==> src/rtl/calc_pkg.sv <==
// Shared calculator definitions: converter state encoding and BCD digit constants.
package calc_pkg;

  localparam int BCD_DIGIT_W = 4;

  localparam logic [BCD_DIGIT_W-1:0] ADJ_THRESH = 4'd5;
  localparam logic [BCD_DIGIT_W-1:0] ADJ_ADD    = 4'd3;

  typedef enum logic [1:0] {
    ST_IDLE  = 2'd0,
    ST_SHIFT = 2'd1,
    ST_DONE  = 2'd2
  } state_e;

endpackage

==> src/rtl/result_bcd_converter_digit_adjust.sv <==
// Double-dabble digit correction: a nibble of 5 or more gets +3 before the next left shift.
module bcd_digit_adjust
  import calc_pkg::*;
(
  input  logic [BCD_DIGIT_W-1:0] digit_i,
  output logic [BCD_DIGIT_W-1:0] digit_o
);

  assign digit_o = (digit_i >= ADJ_THRESH) ? digit_i + ADJ_ADD : digit_i;

endmodule

==> src/rtl/result_bcd_converter.sv <==
// Sequential binary-to-BCD converter (shift-and-add-3, one bit per clock) with a
// start/ready/done handshake; bcd_out holds the last result for the display.
module result_bcd_converter
  import calc_pkg::*;
#(
  parameter int IN_W   = 9,
  parameter int DIGITS = 3
) (
  input  logic                        clk,
  input  logic                        rst_n,
  input  logic                        start,
  input  logic [IN_W-1:0]             bin_in,
  output logic                        ready,
  output logic                        busy,
  output logic                        done,
  output logic [BCD_DIGIT_W*DIGITS-1:0] bcd_out
);

  localparam int BCD_W = BCD_DIGIT_W * DIGITS;
  localparam int SR_W  = BCD_W + IN_W;
  localparam int CNT_W = $clog2(IN_W + 1);
  localparam logic [CNT_W-1:0] LAST_CNT = CNT_W'(IN_W - 1);

  state_e           state_q;
  logic [SR_W-1:0]  sr_q;
  logic [SR_W-1:0]  sr_adj;
  logic [SR_W-1:0]  sr_d;
  logic [CNT_W-1:0] cnt_q;
  logic [BCD_W-1:0] bcd_q;
  logic             ready_q;
  logic             busy_q;
  logic             done_q;

  // BCD field sits above the binary field; every digit is corrected before the shift.
  for (genvar g = 0; g < DIGITS; g++) begin : g_adj
    bcd_digit_adjust u_adj (
      .digit_i (sr_q  [IN_W + g*BCD_DIGIT_W +: BCD_DIGIT_W]),
      .digit_o (sr_adj[IN_W + g*BCD_DIGIT_W +: BCD_DIGIT_W])
    );
  end

  assign sr_adj[IN_W-1:0] = sr_q[IN_W-1:0];
  assign sr_d             = sr_adj << 1;

  // NOTE: sequential state uses non-blocking assignments only; the shifted value is
  // computed combinationally so the DONE-entry edge can capture the final shift directly.
  always_ff @(posedge clk) begin
    if (!rst_n) begin
      state_q <= ST_IDLE;
      sr_q    <= '0;
      cnt_q   <= '0;
      bcd_q   <= '0;
      ready_q <= 1'b1;
      busy_q  <= 1'b0;
      done_q  <= 1'b0;
    end else begin
      unique case (state_q)
        ST_IDLE: begin
          if (start) begin
            sr_q    <= {{BCD_W{1'b0}}, bin_in};
            cnt_q   <= '0;
            state_q <= ST_SHIFT;
            ready_q <= 1'b0;
            busy_q  <= 1'b1;
          end
        end
        ST_SHIFT: begin
          sr_q  <= sr_d;
          cnt_q <= cnt_q + CNT_W'(1);
          if (cnt_q == LAST_CNT) begin
            bcd_q   <= sr_d[SR_W-1 -: BCD_W];
            state_q <= ST_DONE;
            busy_q  <= 1'b0;
            done_q  <= 1'b1;
          end
        end
        ST_DONE: begin
          state_q <= ST_IDLE;
          done_q  <= 1'b0;
          ready_q <= 1'b1;
        end
        default: begin
          state_q <= ST_IDLE;
          ready_q <= 1'b1;
          busy_q  <= 1'b0;
          done_q  <= 1'b0;
        end
      endcase
    end
  end

  assign ready   = ready_q;
  assign busy    = busy_q;
  assign done    = done_q;
  assign bcd_out = bcd_q;

endmodule

==> config.mk <==
export PLATFORM = sky130hd
export DESIGN_NAME = result_bcd_converter
export DESIGN_NICKNAME = d
export VERILOG_FILES = /design/src/rtl/calc_pkg.sv /design/src/rtl/result_bcd_converter_digit_adjust.sv /design/src/rtl/result_bcd_converter.sv
export SDC_FILE = /design/constraint.sdc
export NUM_CORES = 1
export LEC_CHECK = 0
export ABC_AREA = 1
export CAP_MARGIN = 20
export CORE_MARGIN = 2
export CORE_UTILIZATION = 40
export DETAILED_ROUTE_END_ITERATION = 10
export PLACE_DENSITY = 0.67
export SLEW_MARGIN = 10
export SYNTH_ARGS = -nofsm -noshare
export SYNTH_HDL_FRONTEND = slang
export SYNTH_SLANG_ARGS = --single-unit
==> constraint.sdc <==
create_clock -name clk -period 1.61 [get_ports clk]
set_clock_uncertainty 0.15 [all_clocks]
set_input_delay 0.322 -clock clk [delete_from_list [all_inputs] [get_ports clk]]
set_output_delay 0.322 -clock clk [all_outputs]
set_load 0.1 [all_outputs]
# Word-level counts from Yosys, hierarchy flattened
# Cells that the tools add are included.
[word_totals]
register_bits = 42
input_bits = 12
output_inout_bits = 15
wordCells = 47
[op_classes]
addsub = 4
n_lt_le_gt_ge = 3
eq_ne = 5
mux = 17
bitwise = 3
n_reduce_logical = 8
[ops]
columns = ["cell", "count"]
rows = [
  ["case mux 21 bit (2 select lines)", 1],
  ["two-way mux 21 bit", 1],
  ["greater-or-equal comparator 4 x 3 -> 1 bit, second input constant", 3],
  ["two-way mux 4 bit", 3],
  ["AND reduction 2 bit", 5],
  ["adder 4 x 2 -> 4 bit, second input constant", 2],
  ["case mux 4 bit (2 select lines)", 1],
  ["adder 4 x 1 -> 4 bit, second input constant", 1],
  ["equality test 4 bit, second input constant", 1],
  ["two-way mux 1 bit", 4],
  ["two-way mux 2 bit", 2],
  ["inequality test 2 bit, second input constant", 2],
  ["case mux 1 bit (2 select lines)", 2],
  ["case mux 2 bit (2 select lines)", 1],
  ["adder 3 x 2 -> 3 bit, second input constant", 1],
  ["two-way mux 3 bit", 1],
  ["NOT 1 bit", 3],
  ["case mux 1 bit (3 select lines)", 1],
  ["AND reduction 3 bit", 1],
  ["equality test 2 x 1 -> 1 bit, second input constant", 1],
  ["equality test 2 bit, second input constant", 1],
  ["logical NOT 2 bit", 1],
  ["nonzero test 2 bit", 1],
]

# Logic depth before layout (Yosys ltp)
# Gate-level depths: netlist (run 1).
[depth]
ltp_word = 3
ltp_mapped = 11
ltp_nobuf = 10

# Cells and area by module
# From an unflattened synthesis (run 1), not the netlist that was laid out.
[hier_totals]
cells_unflattened = 306
area_unflattened_um2 = 2190.9
[modules_own_cells]
columns = ["mod", "n_inst", "cells_per_inst", "area_each_um2", "seq_area_each_um2"]
rows = [
  ["result_bcd_converter", 1, 237, 1785.5, 840.8],
  ["bcd_digit_adjust", 3, 23, 135.1, 0.0],
]

# Least setup slack after synthesis (run 1)
# OpenSTA, ideal clock, no wires.
[synth_path]
path_kind = "reg-to-reg"
start = "register cnt_q[0]"
end = "register bcd_q[6] (netlist: bcd_out[6])"
setup_time_ns = 0.109
t_arrival_ns = 1.211
t_required_ns = 1.351
path_slack_ns = 0.140
stages_incl_launch_ff = 12
n_path_buf = 1
period_less_slack_ns = 1.470
cell_sequence = "dfxtp_1 -> inv_1 -> ha_1 -> nand2_1 -> nor2_4 -> nand2_4 -> inv_4 -> buf_12 -> nor2_2 -> nor2_2 -> nand2_1 -> inv_1"
[synth_via]
elab_chain_cells = 2
[synth_lines]
columns = ["element", "line", "rtl"]
rows = [
  ["from (decl)", "result_bcd_converter.sv:28", "logic [CNT_W-1:0] cnt_q;"],
  ["from (signal assigned)", "result_bcd_converter.sv:69", "cnt_q <= cnt_q + CNT_W'(1);"],
  ["equality test 4 bit", "result_bcd_converter.sv:70", "if (cnt_q == LAST_CNT) begin"],
  ["AND reduction 2 bit (no line)", "-", ""],
  ["to (signal assigned)", "result_bcd_converter.sv:71", "bcd_q <= sr_d[SR_W-1 -: BCD_W];"],
  ["to (decl)", "result_bcd_converter.sv:29", "logic [BCD_W-1:0] bcd_q;"],
]
# Every way passes these cells.
# A chain may end at the register's enable or synchronous reset.

# Worst setup path after layout (run 1)
[layout_path]
start = "register sr_q[10]"
end = "register bcd_q[2] (netlist: bcd_out[2])"
[layout_via]
elab_chain_cells = 2
word_cells_on_any_way = 3
cone_classes = "add/sub: 1; order compare: 1; mux: 1"
[layout_lines]
columns = ["element", "line", "rtl"]
rows = [
  ["from (decl)", "result_bcd_converter.sv:25", "logic [SR_W-1:0] sr_q;"],
  ["from (signal assigned)", "result_bcd_converter.sv:60", "sr_q <= {{BCD_W{1'b0}}, bin_in};"],
  ["from (signal assigned)", "result_bcd_converter.sv:68", "sr_q <= sr_d;"],
  ["adder 4 x 2 -> 4 bit / greater-or-equal comparator 4 x 3 -> 1 bit (equally long branches)", "result_bcd_converter_digit_adjust.sv:9", "assign digit_o = (digit_i >= ADJ_THRESH) ? digit_i + ADJ_ADD : digit_i;"],
  ["two-way mux 4 bit *", "result_bcd_converter_digit_adjust.sv:9", ""],
]
# Mark *: on every way between the ends. The rest lies on a longest branch, timed or not.

==> results.txt, run 1 <==
----------------------------------------------------
[Critical path]
  Worst Path Max Fanout ... 5
  Stage delay of the slowest cell on the critical path ... 0.35 ns
  WP data arrival ... 1.53 ns
  Worst Path Required ... 1.66 ns
  Setup Crit Path Kind ... flop to flop
  Buf/Inv on CP ... 3
  Chain of cells forming the critical path ... inv_1 > ha_1 > inv_1 > nand2_1 > nand3_2 > nand2_1 > nand2_1 > nand2_1 > nand2_1 > inv_1
  Worst Setup End Kind ... flop
  Crit path max-delay cell type ... sky130_fd_sc_hd__dfxtp_1
  Crit-path leading delay family ... simple AND/OR/NAND/NOR gates
  Worst setup SP type ... flop
  Cell with the most instances on the worst path ... sky130_fd_sc_hd__nand2_1

[Synthesis]
  Total number of yosys warnings ... 0
  Flip-flop and latch count after synthesis ... 42
  Synth top area share ... 41.4%
  Leading cell types by total area after synthesis ... sky130_fd_sc_hd__dfxtp_1 41%, sky130_fd_sc_hd__nand2_1 14%, sky130_fd_sc_hd__a21oi_1 7.4%
  Distinct cell type count after synthesis ... 30
  Proportion of synthesized chip area in sequential cells ... 41.4%
  Cells after Synth ... 274
  Combined area of all synthesized cells ... 2030 sq um
  Synthesized Nets ... 294
  Syn_area_per_cell ... 7.41 sq um
  Cell type contributing the most total cell area after synthesis ... sky130_fd_sc_hd__dfxtp_1

[Power]
  Power Dens Cells ... 798 nW/um^2
  Fraction of power consumed by combinational cells ... 10.8%
  Switching share of total power ... 23.9%
  Clk network pwr share ... 38.4%
  Net switching power of the design ... 513 uW
  Max rail drop VDD ... 537 uV
  Flop pwr share ... 50.8%
  P_int ... 1640 uW
  Leakage power figure ... 0.00113 uW

[STA]
  Crit path time final ... 1.49 ns
  Summed negative setup slack over all endpoints ... 0 ns
  Final count of negative-setup-slack endpoints ... 0
  Slew @ Worst Pin ... 0.244 ns
  Worst slew margin relative to its limit ... 83.7%
  RSZ-0062 raised after global routing ... true
  Share of the clock period used by the worst path ... 92.4%
  Fin. Hold Viols ... 0
  Peak Freq ... 672 MHz
  Final Max Slew Viols ... 0
  Final worst hold slack ... 0.319 ns

[Floorplanning]
  Die area ... 5660 sq um
  Count of boundary I/O pins ... 27
  Effective utilization at floorplan ... 42.2%
  Die Y-Extent ... 75.3 um
  Rows ... 25
  Die width ... 75.3 um
  Area of the core ... 4820 sq um

[Clock tree]
  Number of CTS-inserted buffers ... 5
  Clock tree from TritonCTS ... done
  Cell chosen for the clock root ... sky130_fd_sc_hd__clkbuf_8
  Count of hold buffers inserted by post-cts repair ... 0
  Total number of H-tree levels ... 2
  Number of buffers on the longest clock path ... 2
  Clock transition time at the flip-flop clock pins of the worst setup and hold paths ... 0.08 ns
  Insertion delay to the later sink of the worst-skew pair ... 0.29 ns
  CTS sink count ... 42

[Routing]
  Via total after detailed routing ... 1778
  Detailed-route DRC error count ... 0
  Number of search-and-repair iterations in the first detailed-routing pass ... 4
  Via/cell ratio ... 4.69
  Routed wire length ... 4.08 mm
  Violation count after the first detailed-routing iteration ... 75
  Final antenna-violating net count ... 0
  Routed length per placed instance ... 10.8 um

[Place]
  Global placer's final weighted congestion ... 0.840
  Cell area after placement ... 2570 sq um
  Detail Placement HPWL ... 2.97 mm
  # port buffers ... 26
  Placed cell count ... 371

[Layout]
  Post-route non-filler standard cell count ... 379
  Filler Cells Inserted ... 467
  Relative area change from synthesis to final layout ... 32.5%
  Post-layout nets ... 331
  Number of diodes added for antenna fixing ... 0
  Final Util ... 55.9%
  Share of post-route cells with drive strength above 1 ... 20.5%
  Final instance area ... 2690 sq um

[Global route]
  Initial antenna violation count ... 0
  First-pass GRT wire length ... 7.12 mm
  Grt total ovfl ... 0
  Largest net degree at the start of global routing ... 21
  All-Layer GR Usage ... 16.2%
  Vias in the first global route ... 1682

[Run]
  Number of violations of the max-capacitance limit ... 0

[Worst hold path]
  Worst min-delay path class ... flop to flop

[Run status]
  Status ... finished clean

----------------------------------------------------
cells in the final DEF, fill, tap and decap left out, types with 4 or more instances in the layout:
master                            netlist  final
sky130_fd_sc_hd__nand4_1                5      5
sky130_fd_sc_hd__nand2_1               77     77
sky130_fd_sc_hd__nor2_2                16     16
sky130_fd_sc_hd__buf_12                 1     16
sky130_fd_sc_hd__nand3_2                2      4
sky130_fd_sc_hd__buf_4                  2     13
sky130_fd_sc_hd__a21oi_1               30     30
sky130_fd_sc_hd__clkdlybuf4s50_1        0     11
sky130_fd_sc_hd__o22ai_1                8      8
sky130_fd_sc_hd__ha_1                   8      8
sky130_fd_sc_hd__nand3_1               16     14
sky130_fd_sc_hd__inv_1                 29     29
sky130_fd_sc_hd__dfxtp_1               42     41
sky130_fd_sc_hd__o21ai_0               12     12
sky130_fd_sc_hd__clkbuf_8               0      5
tightest hold or removal path: stages, from the launching register on:
cell	delay (ns)
sky130_fd_sc_hd__dfxtp_1	0.32
sky130_fd_sc_hd__nand2_1	0.06
sky130_fd_sc_hd__a21oi_1	0.05
power by group through the flow:
stage          clock network (uW)  registers [uW]  logic [uW]
2_1_floorplan                   0            1140         110
3_3_place_gp                    0            1120         231
3_5_place_dp                    0            1120         232
4_1_cts                       847            1090         233
5_1_grt                       875            1100         257
6_report                      826            1090         231
worst paths after layout:
| check | startpoint | endpoint | slack (ns) | cells after the start |
|---|---|---|---|---|
| setup / recovery | sr_q[10] | bcd_out[2] | 0.12 | 10 |
| hold / removal | sr_q[0] | sr_q[0] | 0.32 | 2 |
| setup reg to reg | sr_q[10] | bcd_out[2] | 0.12 | 10 |
| hold reg to reg | sr_q[0] | sr_q[0] | 0.32 | 2 |
logic make-up (layout without fill, tap and decap cells):
kind of cell / count (synthesis) / after routing / share of synthesized area [%]
AOI/OAI and AO/OA: 57 / 57 / 15.5
DFF: 42 / 42 / 41.4
xor gates and xnor gates: 1 / 1 / 0.431
adders and majority gates: 8 / 8 / 4.93
buffers and inverters: 43 / 81 / 9.86
and+or+nand+nor: 123 / 123 / 27.9
Yosys cell counts, drive strengths merged:
library cell  count
clkinv            1
a211oi            1
ha                8
o21bai            2
xor2              1
buf               8
dfxtp            42
inv              32
nor2             20
nand3            18
a21oi            31
clkbuf            2
nand2            80
o22ai             8
o211ai            2
a21boi            1
nand4             5
o21ai            12
per-stage QoR:
step                      power (uW)  worst slack [ns]
after floorplan                 1250             0.140
final                           2150             0.122
after global placement          1350            0.0327
after CTS                       2170            0.0550
after global routing            2230           -0.0231
after detailed placement        1350           0.00166
flip-flops by register name, summed over array words and instances, names as in the netlist:
| register | flops |
|---|---|
| cnt_q | 4 |
| state_q | 2 |
| ready | 1 |
| done | 1 |
| sr_q | 21 |
| bcd_out | 12 |
| busy | 1 |
timing repair:
action / 4_1_cts / 5_1_grt
resized for setup: 0 / 4
setup buffers: 0 / 0
endpoints found under the setup margin: 0 / 11
routing by layer:
metal  GRT usage, %  up-vias  wire length [um]
met5              0        -                 0
met1           20.1      790              1920
met2           28.0       29              2000
met4           4.87        0                29
li1               -      954                 -
met3           3.75        5               135
cell type report:
cell class                 count  area (sq um)  area share, %
tap                           67          83.8           3.11
timing repair buffer          40           528           19.6
multi-input combinational    189          1000           37.1
clock inverter                 1          30.0           1.12
inverter                      33           131           4.88
sequential                    42           842           31.3
clock buffer                   7          76.3           2.84
Power figures use the tool's default switching activity.
==> run 2, diff against run 1 <==
Settings changed: CELL_PAD_IN_SITES_DETAIL_PLACEMENT set to 1, CELL_PAD_IN_SITES_GLOBAL_PLACEMENT set to 2, CORE_UTILIZATION 40 to 31, GPL_TIMING_DRIVEN set to 0, PLACE_DENSITY 0.67 to 0.85, SYNTH_HIERARCHICAL set to 1.
==> results.txt, run 2 <==
----------------------------------------------------
[Synthesis]
  Total number of yosys warnings ... 6
  Combined area of all synthesized cells ... 2160 sq um
  Syn_area_per_cell ... 7.19 sq um
  Synthesized Nets ... 321
  Cells after Synth ... 301

[Critical path]
  Crit-path leading delay family ... buffers and inverters
  Worst setup SP type ... flop
  Worst r2r src ... sr_q[9]
  Crit path max-delay cell type ... sky130_fd_sc_hd__buf_2
  Chain of cells forming the critical path ... buf_2
  WP data arrival ... 1.11 ns
  Worst Path Max Fanout ... 2
  Worst setup path start ... ready
  Setup Crit Path Kind ... flop to primary output
  Worst Path Required ... 1.14 ns
  Worst Setup End Kind ... primary output
  Buf/Inv on CP ... 1
  Stage delay of the slowest cell on the critical path ... 0.45 ns

[Power]
  Power Dens Cells ... 798 nW/um^2
  Leakage power figure ... 0.00112 uW
  Max rail drop VDD ... 312 uV

[Global route]
  Grt total ovfl ... 0
  Vias in the first global route ... 1946
  Initial antenna violation count ... 0
  First-pass GRT wire length ... 9.14 mm
  Largest net degree at the start of global routing ... 13
  All-Layer GR Usage ... 15.3%

[Layout]
  Final Util ... 37.9%
  Top library cells by usage in the layout, fill and taps aside ... 86 x sky130_fd_sc_hd__nand2_1, 38 x sky130_fd_sc_hd__nand3_1, 37 x sky130_fd_sc_hd__dfxtp_1
  Relative area change from synthesis to final layout ... 19.0%
  Share of post-route cells with drive strength above 1 ... 20.0%
  Post-layout nets ... 354
  Filler Cells Inserted ... 893
  Commonest non-fill, non-tap cell in the layout ... sky130_fd_sc_hd__nand2_1
  Final instance area ... 2570 sq um
  Number of diodes added for antenna fixing ... 0
  Most flop-heavy register ... sr_q
  Largest register FFs ... 21
  Post-route non-filler standard cell count ... 431

[Routing]
  Final antenna-violating net count ... 0
  Violation count after the first detailed-routing iteration ... 78
  Detailed-route DRC error count ... 0
  Routed wire length ... 5.39 mm
  Via total after detailed routing ... 1933
  Via/cell ratio ... 4.48
  Number of search-and-repair iterations in the first detailed-routing pass ... 4
  Routed length per placed instance ... 12.5 um

[Clock tree]
  Number of CTS-inserted buffers ... 5
  Number of buffers on the longest clock path ... 2
  Cell chosen for the clock root ... sky130_fd_sc_hd__clkbuf_8
  Count of hold buffers inserted by post-cts repair ... 0
  Total number of H-tree levels ... 2
  Clock tree from TritonCTS ... done
  CTS sink count ... 42
  Insertion delay to the later sink of the worst-skew pair ... 0.29 ns
  Clock transition time at the flip-flop clock pins of the worst setup and hold paths ... 0.08 ns

[Worst hold path]
  Worst min-delay path class ... input port to flop
  Hold Path Origin ... rst_n

[Place]
  Placed cell count ... 422
  # port buffers ... 25
  Detail Placement HPWL ... 3.94 mm
  Cell area after placement ... 2530 sq um
  Global placer's final weighted congestion ... 0.710

[STA]
  Slew @ Worst Pin ... 0.613 ns
  Fin. Hold Viols ... 0
  Final worst hold slack ... 0.216 ns
  Share of the clock period used by the worst path ... 98.4%
  Worst slew margin relative to its limit ... 59.2%
  Summed negative setup slack over all endpoints ... 0 ns
  Peak Freq ... 631 MHz
  Final Max Slew Viols ... 0
  Crit path time final ... 1.58 ns
  Final count of negative-setup-slack endpoints ... 0

[Floorplanning]
  Effective utilization at floorplan ... 31.9%
  Area of the core ... 6790 sq um
  Rows ... 30
  Count of boundary I/O pins ... 27
  Die width ... 87.6 um
  Die area ... 7670 sq um
  Die Y-Extent ... 87.6 um

[Run]
  Number of violations of the max-capacitance limit ... 0

[Run status]
  Status ... finished clean

----------------------------------------------------
[run 2: cell count changes in the layout (fill, tap and decap cells not counted), moves of 14 or more]
cell,delta
sky130_fd_sc_hd__nor2_2,-14
sky130_fd_sc_hd__nand3_1,+24
sky130_fd_sc_hd__nor2_1,+21
sky130_fd_sc_hd__a21oi_1,-16
sky130_fd_sc_hd__buf_2,+17
sky130_fd_sc_hd__buf_12,-16
[run 2: path summary, 6_finish.rpt]
| path | endpoint | slack, ns | cells after the start |
|---|---|---|---|
| max | ready | 0.03 | 1 |
| min | sr_q[3] | 0.22 | 3 |
| max reg2reg | sr_q[13] | 0.10 | 7 |
| min reg2reg | sr_q[20] | 0.31 | 2 |
[run 2: power breakdown]
| group | internal [uW] | total (uW) | switching (uW) |
|---|---|---|---|
| clock | 346 | 706 | 360 |
| combinational | 91.2 | 260 | 169 |
| sequential | 1070 | 1090 | 18.3 |
[run 2: metrics by stage]
step	total power (uW)	setup WS, ns
final	2050	0.0261
after global routing	2160	-0.00957
after CTS	2090	0.0134
after detailed placement	1380	-0.352
after global placement	1370	-0.334
after floorplan	1290	0.167
[run 2: cell type report]
type	count	area (sq um)	share of cell area, %
repair buffers	26	183	7.09
flip-flops and latches	42	850	33.0
plain buffers	12	93.8	3.64
inverters	38	143	5.54
clock inverters	1	5.00	0.194
well taps	96	120	4.66
multi-input cells	209	1090	42.5
clock buffers	7	86.3	3.35
[run 2: timing repair]
item                       CTS  global route
pin swaps                    0             1
gates resized for setup     75             9
setup endpoints to repair   15            22
buffers inserted             0             1
[run 2: worst min-delay path: cells and delay by family]
kind                   cells  cell delay (ns)
and+or+nand+nor            2             0.13
buffers and inverters      1             0.16
[run 2: routing by layer]
layer,global-route usage [%],vias up,part of all wire (%)
li1,-,1008,-
met1,19.0,898,49
met2,27.2,21,48
met3,2.83,6,2.5
met4,4.20,0,1.1
met5,0,-,0
